===== src/rtl/stage_sequencer.sv =====
// Multi-cycle instruction sequencer: walks FETCH/DECODE/EXEC/MEM/WB, issues memory and
// ALU handshakes, counts retired instructions and traps stalled handshakes into FAULT.
module stage_sequencer #(
  parameter int unsigned TIMEOUT = 255
) (
  input  logic        clk,
  input  logic        rst,
  input  logic        Run,
  input  logic        ImemAck,
  input  logic        DmemAck,
  input  logic        RegWrite,
  input  logic        MemRead,
  input  logic        MemWrite,
  input  logic        Branch,
  input  logic        Jump,
  input  logic        MulDiv,
  input  logic        AluDone,
  input  logic        BranchTaken,
  output logic        ImemReq,
  output logic        IrWrite,
  output logic        DmemReq,
  output logic        DmemWe,
  output logic        AluStart,
  output logic        RegFileWe,
  output logic        PcWrite,
  output logic        PcSel,
  output logic [2:0]  State,
  output logic        Fault,
  output logic [31:0] RetireCount
);

  typedef enum logic [2:0] {
    S_IDLE   = 3'd0,
    S_FETCH  = 3'd1,
    S_DECODE = 3'd2,
    S_EXEC   = 3'd3,
    S_MEM    = 3'd4,
    S_WB     = 3'd5,
    S_FAULT  = 3'd6,
    S_RSVD   = 3'd7
  } state_t;

  localparam logic [7:0] TMO_LAST = 8'(TIMEOUT - 1);

  state_t      state_q, state_n;
  logic [7:0]  wait_q, wait_n;
  logic        exec_first_q, exec_first_n;
  logic        redirect_q, redirect_n;
  logic [31:0] retire_q, retire_n;
  logic        retire;
  logic        imem_req, ir_wr, dmem_req, dmem_we, alu_start, rf_we;

  always_comb begin
    state_n      = state_q;
    wait_n       = wait_q;
    exec_first_n = 1'b0;
    redirect_n   = redirect_q;
    retire       = 1'b0;
    imem_req     = 1'b0;
    ir_wr        = 1'b0;
    dmem_req     = 1'b0;
    dmem_we      = 1'b0;
    alu_start    = 1'b0;
    rf_we        = 1'b0;
    case (state_q)
      S_IDLE: begin
        if (Run) begin
          state_n = S_FETCH;
          wait_n  = 8'd0;
        end
      end
      S_FETCH: begin
        imem_req = 1'b1;
        ir_wr    = ImemAck;
        if (ImemAck)                state_n = S_DECODE;
        else if (wait_q == TMO_LAST) state_n = S_FAULT;
        else                        wait_n  = wait_q + 8'd1;
      end
      S_DECODE: begin
        state_n      = S_EXEC;
        exec_first_n = 1'b1;
        wait_n       = 8'd0;
      end
      S_EXEC: begin
        // AluDone is only trusted from the cycle after the start pulse
        if (MulDiv && exec_first_q) begin
          alu_start = 1'b1;
        end else if (MulDiv && !AluDone) begin
          if (wait_q == TMO_LAST) state_n = S_FAULT;
          else                    wait_n  = wait_q + 8'd1;
        end else begin
          redirect_n = Jump | (Branch & BranchTaken);
          if (MemRead | MemWrite) begin
            state_n = S_MEM;
            wait_n  = 8'd0;
          end else if (RegWrite) begin
            state_n = S_WB;
          end else begin
            retire = 1'b1;
          end
        end
      end
      S_MEM: begin
        dmem_req = 1'b1;
        dmem_we  = MemWrite;
        if (DmemAck) begin
          if (MemRead) state_n = S_WB;
          else         retire  = 1'b1;
        end else if (wait_q == TMO_LAST) begin
          state_n = S_FAULT;
        end else begin
          wait_n = wait_q + 8'd1;
        end
      end
      S_WB: begin
        rf_we  = 1'b1;
        retire = 1'b1;
      end
      S_FAULT: state_n = S_FAULT;
      default: state_n = S_IDLE;
    endcase
    if (retire) begin
      state_n = Run ? S_FETCH : S_IDLE;
      wait_n  = 8'd0;
    end
  end

  assign retire_n = retire_q + {31'd0, retire & ~rst};

  always_ff @(posedge clk) begin
    if (rst) begin
      state_q      <= S_IDLE;
      wait_q       <= 8'd0;
      exec_first_q <= 1'b0;
      redirect_q   <= 1'b0;
      retire_q     <= 32'd0;
    end else begin
      state_q      <= state_n;
      wait_q       <= wait_n;
      exec_first_q <= exec_first_n;
      redirect_q   <= redirect_n;
      retire_q     <= retire_n;
    end
  end

  // Pulses are suppressed while reset is asserted; levels fall after the reset edge
  assign ImemReq     = imem_req;
  assign DmemReq     = dmem_req;
  assign DmemWe      = dmem_we;
  assign IrWrite     = ir_wr & ~rst;
  assign AluStart    = alu_start & ~rst;
  assign RegFileWe   = rf_we & ~rst;
  assign PcWrite     = retire & ~rst;
  assign PcSel       = redirect_n;
  assign State       = state_q;
  assign Fault       = (state_q == S_FAULT);
  assign RetireCount = retire_q;

endmodule

===== config.mk =====
export PLATFORM = sky130hd
export DESIGN_NAME = stage_sequencer
export DESIGN_NICKNAME = d
export VERILOG_FILES = /design/src/rtl/stage_sequencer.sv
export SDC_FILE = /design/constraint.sdc
export NUM_CORES = 1
export LEC_CHECK = 0
export CAP_MARGIN = 20
export CORE_MARGIN = 4
export CORE_UTILIZATION = 35
export DETAILED_ROUTE_END_ITERATION = 10
export PLACE_DENSITY = 0.57
export REMOVE_ABC_BUFFERS = 1
export SLEW_MARGIN = 20
export SYNTH_ARGS = -nofsm -noshare
export SYNTH_HDL_FRONTEND = slang
export SYNTH_SLANG_ARGS = --single-unit

===== constraint.sdc =====
create_clock -name clk -period 3 [get_ports clk]
set_input_delay 0.6 -clock clk [delete_from_list [all_inputs] [get_ports clk]]
set_output_delay 0.6 -clock clk [all_outputs]
set_load 0.02 [all_outputs]

# Yosys cells after proc, flatten, opt, wreduce, memory -nomap -nowiden
# Index checks and enable logic that the tools add are counted.
# W data, S select, Z words.
op_classes:
  mux: 38
  eq_ne: 17
  n_reduce_logical: 8
  add_sub_neg: 2
  bitwise_logic: 8
ops:
  columns: ["operator", "count"]
  rows:
  - ["$mux W8", 7]
  - ["$pmux W8 S5", 1]
  - ["$add A32 B1 Y32", 1]
  - ["$mux W3", 10]
  - ["$pmux W3 S7", 1]
  - ["$mux W1", 18]
  - ["$ne A2 B2 Y1 const B", 5]
  - ["$eq A3 B3 Y1 const B", 3]
  - ["$ne A3 B3 Y1 const B", 3]
  - ["$add A8 B1 Y8 const B", 1]
  - ["$eq A8 B8 Y1 const B", 1]
  - ["$eq A3 B2 Y1 const B", 2]
  - ["$reduce_and A6 Y1", 1]
  - ["$and A1 B1 Y1", 5]
  - ["$ne A5 B5 Y1 const B", 1]
  - ["$reduce_and A5 Y1", 1]
  - ["$reduce_bool A5 Y1", 1]
  - ["$ne A4 B4 Y1 const B", 1]
  - ["$eq A3 B1 Y1 const B", 1]
  - ["$logic_not A3 Y1", 1]
  - ["$pmux W1 S3", 1]
  - ["$logic_and A1 B1 Y1", 2]
  - ["$or A1 B1 Y1", 2]
  - ["$reduce_or A2 Y1", 1]
  - ["2 further kinds", 2]
word_totals:
  ff_bits: 45
  input_bits: 13

# Logic depth before layout (Yosys ltp)
# Gate-level depths: netlist (run 1).
depth:
  word_depth: 7
  mapped_depth: 13
  mapped_depth_nobuf: 11

# Worst setup path after synthesis (run 1)
# Ideal clock, no wire load.
synth_timing:
  path_kind: "input port to flip-flop"
  from: "input MemRead"
  to: "register retire_q[24] (netlist: RetireCount[24])"
  path_buffers: 0
  arrival_ns: 2.628
  cell_stages: 11
  setup_slack_ns: 0.245
  setup_time_ns: 0.128
  cell_sequence: "nor3_1 nand3_1 o21ai_0 and2_1 ha_1 ha_1 and2_1 nand3_2 nor4_2 xnor2_1 nor2_1"
synth_between:
  elab_chain_cells: 7
  word_cells_on_any_way: 9
  cone_classes: "add/sub (1); mux (6); bitwise (2)"
synth_lines:
  columns: ["element", "line", "source"]
  rows:
  - ["start, declared", "12", "input logic MemRead,"]
  - ["$or A1 B1 Y1", "93", "if (MemRead | MemWrite) begin"]
  - ["$mux W1", "93", null]
  - ["$mux W1", "88", "end else if (MulDiv && !AluDone) begin"]
  - ["$mux W1", "86", "if (MulDiv && exec_first_q) begin"]
  - ["$pmux W1 S3 *", "65", "case (state_q)"]
  - ["$and A1 B1 Y1 *", null, null]
  - ["net PcWrite", "25", "output logic PcWrite,"]
  - ["$add A32 B1 Y32 *", "128", "assign retire_n = retire_q + {31'd0, retire & ~rst};"]
  - ["end signal, assigned", "142", "retire_q <= retire_n;"]
  - ["end, declared", "49", "logic [31:0] retire_q, retire_n;"]
# The timed path passes the listed nets; every way through them passes the cells marked *.
# A chain may end at the register's enable or synchronous reset.

# Worst setup path in the final report (run 1)
layout_timing:
  from: "input AluDone"
  to: "output PcSel"
layout_between:
  elab_chain_cells: 5
layout_lines:
  columns: ["element", "line", "source"]
  rows:
  - ["start, declared", "17", "input logic AluDone,"]
  - ["$logic_not A1 Y1", "88", null]
  - ["$logic_and A1 B1 Y1", "88", null]
  - ["$mux W1", "88", null]
  - ["$mux W1", "86", null]
  - ["$mux W1", "65", null]
  - ["end, declared", "26", "output logic PcSel,"]
# No other way between the ends.

==> results of run 1 <==
[worst max-delay path, cell delays in order]
cell and delay, ns:
clkdlybuf4s50_1 0.47, nand2b_1 0.05, a211oi_1 0.31, nor2_1 0.07
a21oi_1 0.15, clkdlybuf4s50_1 0.63
[layout by cell type (no fill, tap or decap), types with 3 or more instances in the layout]
| master | instances |
|---|---|
| clkdlybuf4s50_1 | 54 |
| dfxtp_1 | 45 |
| nor2_1 | 35 |
| buf_4 | 21 |
| xnor2_1 | 18 |
| nand2_1 | 16 |
| nand3_1 | 14 |
| a21oi_1 | 10 |
| xor2_1 | 10 |
| inv_1 | 9 |
| nor4_2 | 8 |
| and2_1 | 7 |
| nand4_1 | 7 |
| o21ai_0 | 6 |
| nor3_2 | 5 |
| nor3_1 | 5 |
| a31oi_1 | 5 |
| ha_1 | 5 |
| clkbuf_8 | 5 |
| nand2b_1 | 4 |
| nor2b_1 | 4 |
| or3_1 | 4 |
| a211oi_1 | 4 |
| and3_1 | 4 |
| o22ai_1 | 4 |
| and4_1 | 3 |
| a21o_1 | 3 |
[final timing paths]
kind                                start               to  slack, ns
worst min register to register  wait_q[1]        wait_q[1]       0.51
worst max register to register   State[2]  RetireCount[30]       0.43
worst min-delay path            wait_q[1]        wait_q[1]       0.51
worst max-delay path              AluDone            PcSel       0.11
[logic make-up (layout without fill, tap and decap cells)]
family / Yosys count / in the layout / share of synthesized area
AND/OR/NAND/NOR: 135 / 135 / 0.3327
AO/OA/AOI/OAI: 49 / 49 / 0.1415
flip-flops: 45 / 45 / 0.3538
XOR/XNOR: 28 / 28 / 0.09631
buffers and inverters: 20 / 94 / 0.05110
adder cells (fa/ha/maj): 5 / 5 / 0.02457
[sequential cells by signal (all words and copies together), names as in the netlist]
register      cells
redirect_q        1
State             3
exec_first_q      1
RetireCount      32
wait_q            8
[report_power, final]
group	internal [W]	switching, W	total, W
Clock	0.000250	0.000213	0.000463
Sequential	0.000600	0.00000312	0.000604
Combinational	0.0000597	0.0000707	0.000130
Total	0.000911	0.000287	0.00120
[timing repair]
action | CTS | global route
resized for setup | 2 | 5
endpoints found under the setup margin | 2 | 14
hold endpoints to repair | 0 | 0
[metrics by stage]
| step | total power [W] | hold slack [ns] |
|---|---|---|
| 6_report | 0.001197 | 0.5114 |
| 4_1_cts | 0.001215 | 0.5199 |
| 5_1_grt | 0.001252 | 0.5534 |
| 3_5_place_dp | 0.0007463 | 0.5083 |
| 2_1_floorplan | 0.0006833 | 0.4757 |
| 3_3_place_gp | 0.0007478 | 0.4889 |
[final cells by class]
| type | count | share of cell area |
|---|---|---|
| inverters | 9 | 0.009876 |
| multi-input cells | 217 | 0.4488 |
| repair buffers | 77 | 0.2103 |
| clock inverters | 2 | 0.01134 |
| well taps | 96 | 0.03511 |
| clock buffers | 6 | 0.02121 |
| flip-flops and latches | 45 | 0.2634 |
[layer usage]
metal  wire length, um  part of all wire  vias to the layer above
met1              2879              0.48                     1033
met5                 0                 0                        -
met3               239             0.040                        5
met2              2842              0.47                       44
li1                  -                 -                     1151
met4                54            0.0090                        0
==> results_dict.tcl, run 1 <==
set metrics [dict create \
    vias_per_cell 4.940 \
    yosysWarnings 0 \
    leakage_nw 1.193 \
    core-area_um2 6944 \
    post-place-ws_ns -0.3352 \
    syn2layout_area_growth_pct 34.35 \
    syn_avg_cell_area_um2 9.029 \
    dr.pass1.iters 4 \
    critPathKind "in2out" \
    rsz0062_at_grt "false" \
    utilization 0.4926 \
    grt_util_met1 0.1861 \
    fillers 690 \
    drive_gt1_frac 0.1826 \
    synthTopCellsByCount "dfxtp_1 (45), nor2_1 (35), xnor2_1 (18), nand2_1 (16), nand3_1 (14)" \
    regArea_um2 900.9 \
    maxCapViolations 0 \
    max_freq_ghz 0.3461 \
    grtUsageMet2 0.2180 \
    max-vdd-ir-drop_v 0.0001564 \
    cp.arrival_ns 2.29 \
    antenna_cells 0 \
    dr_total_vias 2233 \
    ys_ff_latch 45 \
    route.detailed.drc 0 \
    grt_overflow_total 0 \
    finalHoldViolCount 0 \
    htreeDepth 2 \
    multi_input_area_um2 1535 \
    numPortBuffers 56 \
    syn-cell-area_um2 2546 \
    synth_enable_flop_cells 0 \
    yosysMostFrequentCell "dfxtp_1" \
    slew_headroom 0.6998 \
    synthArstFlopShare 0 \
    synth_top_area_frac 0.3538 \
    synth_cell_types 60 \
    finClkSkew_ns 0.01245 \
    setup_ws_ns 0.1103 \
    grt_busiest_layer "met2" \
    antenna_found_initial 0 \
    ant_nets 0 \
    clk_pin_slew_worst_paths_ns 0.08 \
    die_area_um2 8703 \
    fp.dieW_um 93.29 \
    yosys.area.top_type "dfxtp_1" \
    numCtsBuffers 5 \
    postCtsSetupBuffers 0 \
    dp_cells 444 \
    initial_utilization 0.3667 \
    dpl.hpwl_um 4371 \
    ctsHoldBuffers 0 \
    gp_congestion 0.8364 \
    critPathRequiredTime_ns 2.40 \
    cts_tree "done" \
    die_height_um 93.29 \
    grt_max_degree 36 \
    crit_fanout 2 \
    setup_viol 0 \
    synth.area.top_cells "dfxtp_1 (35%), xnor2_1 (6.2%), nor2_1 (5.2%)" \
    ff2ff_path_depth 11 \
    status "complete, no violations" \
    grt_pass1_wl_um 9798 \
    min_period_ns 2.890 \
    postSynthCellCount 282 \
    seq_area_frac_synth 0.3538 \
    cp-end-kind "output port" \
    nNetsFinal 373 \
    grt_pass1_vias 2056 \
    drt_iter0_markers 54 \
    start_kind "input port" \
    setup_tns_ns 0 \
    root_buffer "clkbuf_8" \
    routedWlPerCell_um 13.31 \
    routed_wl_um 6015 \
    synth_ff_type "dfxtp_1" \
    rows 30 \
    io_pins 57 \
    clk_latency_ns 0.30 \
    hp-class "reg2reg" \
    final_area_um2 3421 \
    powerDensity_nw_per_um2 350.0 \
    grt_usage 0.1373 \
    ctsLongestPathBuffers 2 \
    final_cells 452 \
    dpl-instance-area_um2 3288 \
    met3_usage 0.02735 \
    worst_slew_pin_slew_ns 0.4489 \
    slew_viol_final 0 \
    clock-sinks 45 \
    holdPathStages 2 \
    min_period_over_period 0.9632 \
]
Power figures use the tool's default switching activity.
==> run 2: changes to the inputs <==
- CORE_MARGIN: 4 -> not set
==> run 2 against run 1 <==
Combinational power barely moved. Sequential cell count did not move. Global-route usage rose by 2.2 points. Clock-buffer cell count rose by 1. Via count rose by 2.9%. Critical endpoint unchanged.
==> results_dict.tcl, run 2 (same netlist as run 1, synthesis figures left out) <==
set metrics [dict create \
    status "complete, no violations" \
    die_area_um2 7620 \
    power.share.clock 0.395 \
    antenna_found_initial 0 \
    dr_total_vias 2297 \
    powerDensity_nw_per_um2 351.8 \
    post-place-ws_ns -0.3193 \
    ctsLongestPathBuffers 2 \
    routed_wl_um 5839 \
    max-vdd-ir-drop_v 0.0001726 \
    setup_ws_ns 0.1028 \
    largest_register_ffs 32 \
    crit_top_cell "clkdlybuf4s50_1" \
    maxCapViolations 0 \
    routedWlPerCell_um 12.86 \
    slew_headroom 0.7762 \
    grt_overflow_total 0 \
    rsz0062_at_grt "false" \
    drt_iter0_markers 75 \
    cp.arrival_ns 2.30 \
    root_buffer "clkbuf_8" \
    grt_pass1_vias 2089 \
    dpl.hpwl_um 4322 \
    finClkSkew_ns 0.008661 \
    pwr-share-comb 0.107 \
    slowest_stage "clkdlybuf4s50_1" \
    multi_input_area_um2 1529 \
    numPortBuffers 56 \
    start_kind "input port" \
    mostFrequentLayoutCells "clkdlybuf4s50_1 (54), dfxtp_1 (45), nor2_1 (35), buf_4 (22), xnor2_1 (18)" \
    hp-class "reg2reg" \
    drive_gt1_frac 0.1872 \
    ant_nets 0 \
    cp-end-kind "output port" \
    htreeDepth 2 \
    dr.pass1.iters 4 \
    dpl-instance-area_um2 3316 \
    gp_congestion 0.8205 \
    min_period_over_period 0.9657 \
    initial_utilization 0.3687 \
    postCtsSetupBuffers 0 \
    utilization 0.4991 \
    fillers 704 \
    internal-power_w 0.0009321 \
    rows 30 \
    finalPower_w 0.001213 \
    crit_chain "clkdlybuf4s50_1 -> nand2b_1 -> a211oi_1 -> nor2_1 -> a21oi_1 -> clkdlybuf4s50_1" \
    clock-sinks 45 \
    leakage_nw 1.190 \
    fp.dieW_um 87.29 \
    final_common_cell "clkdlybuf4s50_1" \
    setup_viol 0 \
    max_freq_ghz 0.3452 \
    antenna_cells 0 \
    worst_slew_pin_slew_ns 0.3354 \
    slew_viol_final 0 \
    core-area_um2 6907 \
    grt_pass1_wl_um 9646 \
    final_area_um2 3447 \
    cts_tree "done" \
    vias_per_cell 5.059 \
    power_switching_w 0.0002807 \
    syn2layout_area_growth_pct 35.38 \
    grt_max_degree 25 \
    p_sw_frac 0.2315 \
    die_height_um 87.29 \
    route.detailed.drc 0 \
    regArea_um2 900.9 \
    critPathRequiredTime_ns 2.40 \
    min_period_ns 2.897 \
    io_pins 57 \
    grt_usage 0.1596 \
    clk_latency_ns 0.30 \
    crit_fanout 2 \
    nNetsFinal 375 \
    numCtsBuffers 5 \
    cp_slowest_stage_delay_ns 0.62 \
    whs_ns 0.5075 \
    p_seq_frac 0.497 \
    clk_pin_slew_worst_paths_ns 0.08 \
    finalHoldViolCount 0 \
    critPathKind "in2out" \
]
run 2: cell types whose count changed in the layout (fill, tap and decap cells not counted):
| cell | before | now |
|---|---|---|
| nor3b_2 | 0 | 1 |
| nor3b_4 | 1 | 0 |
| clkbuf_8 | 5 | 6 |
| clkinv_4 | 1 | 0 |
| buf_12 | 0 | 1 |
| buf_4 | 21 | 22 |
run 2: power by group through the flow:
stage | clock, W | sequential [W] | combinational (W)
after global routing | 0.000511 | 0.000604 | 0.000140
final | 0.000480 | 0.000603 | 0.000130
after CTS | 0.000492 | 0.000603 | 0.000130
after detailed placement | 0 | 0.000617 | 0.000129
after floorplan | 0 | 0.000624 | 0.0000593
after global placement | 0 | 0.000618 | 0.000129
run 2: path summary, 6_finish.rpt:
kind,from,slack [ns],endpoint,cells past startpoint
max,AluDone,0.10,PcSel,6
min reg2reg,wait_q[1],0.51,wait_q[1],2
max reg2reg,State[0],0.66,RetireCount[16],12
min,wait_q[1],0.51,wait_q[1],2
run 2: area by class of cell:
cell class	instances	share of cell area
Tap cell	96	0.03485
Multi-Input combinational cell	217	0.4436
Sequential cell	45	0.2613
Timing Repair Buffer	79	0.2167
Clock buffer	7	0.02505
Clock inverter	1	0.008711
Inverter	9	0.009800
run 2: critical path, delay by kind of cell:
| kind | cells | cell delay (ns) |
|---|---|---|
| buffers and inverters | 2 | 1.09 |
| and+or+nand+nor | 2 | 0.12 |
| AOI/OAI and AO/OA | 2 | 0.47 |
run 2: timing repair:
item | 4_1_cts | 5_1_grt
pin swaps | 0 | 0
gates resized for setup | 2 | 4
hold buffers | 0 | 0
gates cloned | 0 | 0
endpoints found under the setup margin | 2 | 24
run 2: metal layers:
| layer | vias up | global-route usage | share of wire | wire length (um) |
|---|---|---|---|---|
| li1 | 1154 | - | - | - |
| met4 | 0 | 0.05365 | 0.015 | 87 |
| met1 | 1086 | 0.2042 | 0.47 | 2737 |
| met2 | 47 | 0.2649 | 0.48 | 2816 |
| met5 | - | 0 | 0 | 0 |
| met3 | 10 | 0.03507 | 0.034 | 198 |
run 2: through the flow:
step | setup TNS (ns) | instances
floorplan | 0 | 271
global placement | -3.160 | 446
detailed placement | -4.552 | 446
CTS | 0 | 454
global route | 0 | 454
finish | 0 | 454
==> run 3: changes to the inputs <==
- CORE_UTILIZATION: 35 -> 50
- PLACE_DENSITY: 0.57 -> 0.77
==> run 3 against run 2 <==
Combinational power down 3%. Highest routed layer unchanged. Final cell count fell by 7.3%. Sequential cell count is the same. Die area down 29%. Critical endpoint is now AluStart.
==> results_dict.tcl, run 3 (same netlist as run 1, synthesis figures left out) <==
set metrics [dict create \
    status "complete, no violations" \
    die_height_um 73.36 \
    cp.arrival_ns 2.30 \
    regArea_um2 902.1 \
    cp-end-kind "output port" \
    setup_viol 0 \
    finalHoldViolCount 0 \
    start_kind "input port" \
    max-vdd-ir-drop_v 0.0002073 \
    cp_slowest_stage_delay_ns 0.60 \
    vias_per_cell 5.456 \
    syn2layout_area_growth_pct 32.63 \
    dr_total_vias 2297 \
    critPathKind "in2out" \
    final_cells 421 \
    antenna_cells 0 \
    crit_top_cell "clkdlybuf4s50_1" \
    grt_pass1_wl_um 9308 \
    finalPower_w 0.001210 \
    route.detailed.drc 0 \
    clock-sinks 45 \
    clk_pin_slew_worst_paths_ns 0.08 \
    grt_usage 0.2216 \
    slew_headroom 0.7064 \
    min_period_over_period 0.9659 \
    crit_chain "clkdlybuf4s50_1 -> nand2_1 -> or3_1 -> nor2_1 -> clkdlybuf4s50_1" \
    slowest_stage "clkdlybuf4s50_1" \
    io_pins 57 \
    crit_fanout 4 \
    core-area_um2 4817 \
    fp.dieW_um 73.36 \
    root_buffer "clkbuf_8" \
    die_area_um2 5382 \
    cp_num_buf_inv 2 \
    postCtsSetupBuffers 0 \
    mostFrequentLayoutCells "clkdlybuf4s50_1 (54), dfxtp_1 (44), nor2_1 (35), buf_4 (19), xnor2_1 (18)" \
    fillers 415 \
    drt_iter0_markers 144 \
    crit_family "buffers and inverters" \
    ant_nets 0 \
    dpl-instance-area_um2 3237 \
    whs_ns 0.5108 \
    powerDensity_nw_per_um2 358.3 \
    ctsLongestPathBuffers 2 \
    min_period_ns 2.898 \
    final_area_um2 3377 \
    clk_latency_ns 0.30 \
    nNetsFinal 371 \
    finClkSkew_ns 0.006963 \
    slew_viol_final 0 \
    maxCapViolations 0 \
    cts_resized 2 \
    grt_pass1_vias 2031 \
    worst_slew_pin_slew_ns 0.4398 \
    htreeDepth 2 \
    largest_register_ffs 32 \
    ctsHoldBuffers 0 \
    antenna_found_initial 0 \
    gp_congestion 0.9139 \
    dpl.hpwl_um 4154 \
    rows 25 \
    grt_max_degree 23 \
    cts_tree "done" \
    numCtsBuffers 5 \
    critPathRequiredTime_ns 2.40 \
    final_common_cell "clkdlybuf4s50_1" \
    hp-class "reg2reg" \
    multi_input_area_um2 1536 \
    initial_utilization 0.5286 \
    routed_wl_um 5753 \
    grt_overflow_total 0 \
    routedWlPerCell_um 13.67 \
    drive_gt1_frac 0.1780 \
    leakage_nw 1.180 \
    dp_cells 413 \
    numPortBuffers 56 \
    dr.pass1.iters 4 \
    max_freq_ghz 0.3451 \
    rsz0062_at_grt "false" \
]
run 3: cell count changes in the layout (fill, tap and decap cells not counted), sizes merged:
cell	before	now
buf	23	19
run 3: worst register-to-register path, stage by stage, from the launching register on:
cell	delay (ns)
dfxtp_1	0.60
nor2b_1	0.21
o21ai_0	0.13
o21ai_1	0.12
and2_1	0.19
ha_1	0.16
ha_1	0.16
and2_1	0.21
nand3_4	0.15
nor4_2	0.32
xnor2_1	0.15
nor2_1	0.05
run 3: layout make-up:
type | instances | share of cell area
multi-input cells | 217 | 0.4550
well taps | 67 | 0.02482
clock inverters | 1 | 0.008892
repair buffers | 75 | 0.2086
flip-flops and latches | 45 | 0.2671
inverters | 9 | 0.01000
clock buffers | 7 | 0.02557
run 3: per-layer routing:
metal	up-vias	GRT usage	routed length, um	part of all wire
met1	1091	0.2922	2688	0.47
li1	1150	-	-	-
met2	49	0.3724	2792	0.49
met5	-	0	0	0
met3	7	0.04115	201	0.035
met4	0	0.05769	71	0.012
run 3: worst paths after layout:
| path | depth (start not counted) | slack [ns] | to | startpoint |
|---|---|---|---|---|
| min | 2 | 0.51 | wait_q[1] | wait_q[1] |
| max reg2reg | 11 | 0.42 | RetireCount[26] | State[2] |
| min reg2reg | 2 | 0.51 | wait_q[1] | wait_q[1] |
| max | 5 | 0.10 | AluStart | MulDiv |
run 3: through the flow:
stage | setup TNS [ns] | utilization | setup slack (ns)
floorplan | 0 | - | 0.1919
global route | 0 | 0.7010 | 0.03650
global placement | -1.420 | 0.6719 | -0.1576
finish | 0 | 0.7010 | 0.1024
CTS | 0 | 0.6958 | 0.05274
detailed placement | -3.023 | 0.6719 | -0.3025
run 3: where the power goes:
part / internal (W) / switching [W]
registers: 0.000601 / 0.00000419
logic: 0.0000578 / 0.0000683
clock network: 0.000272 / 0.000207
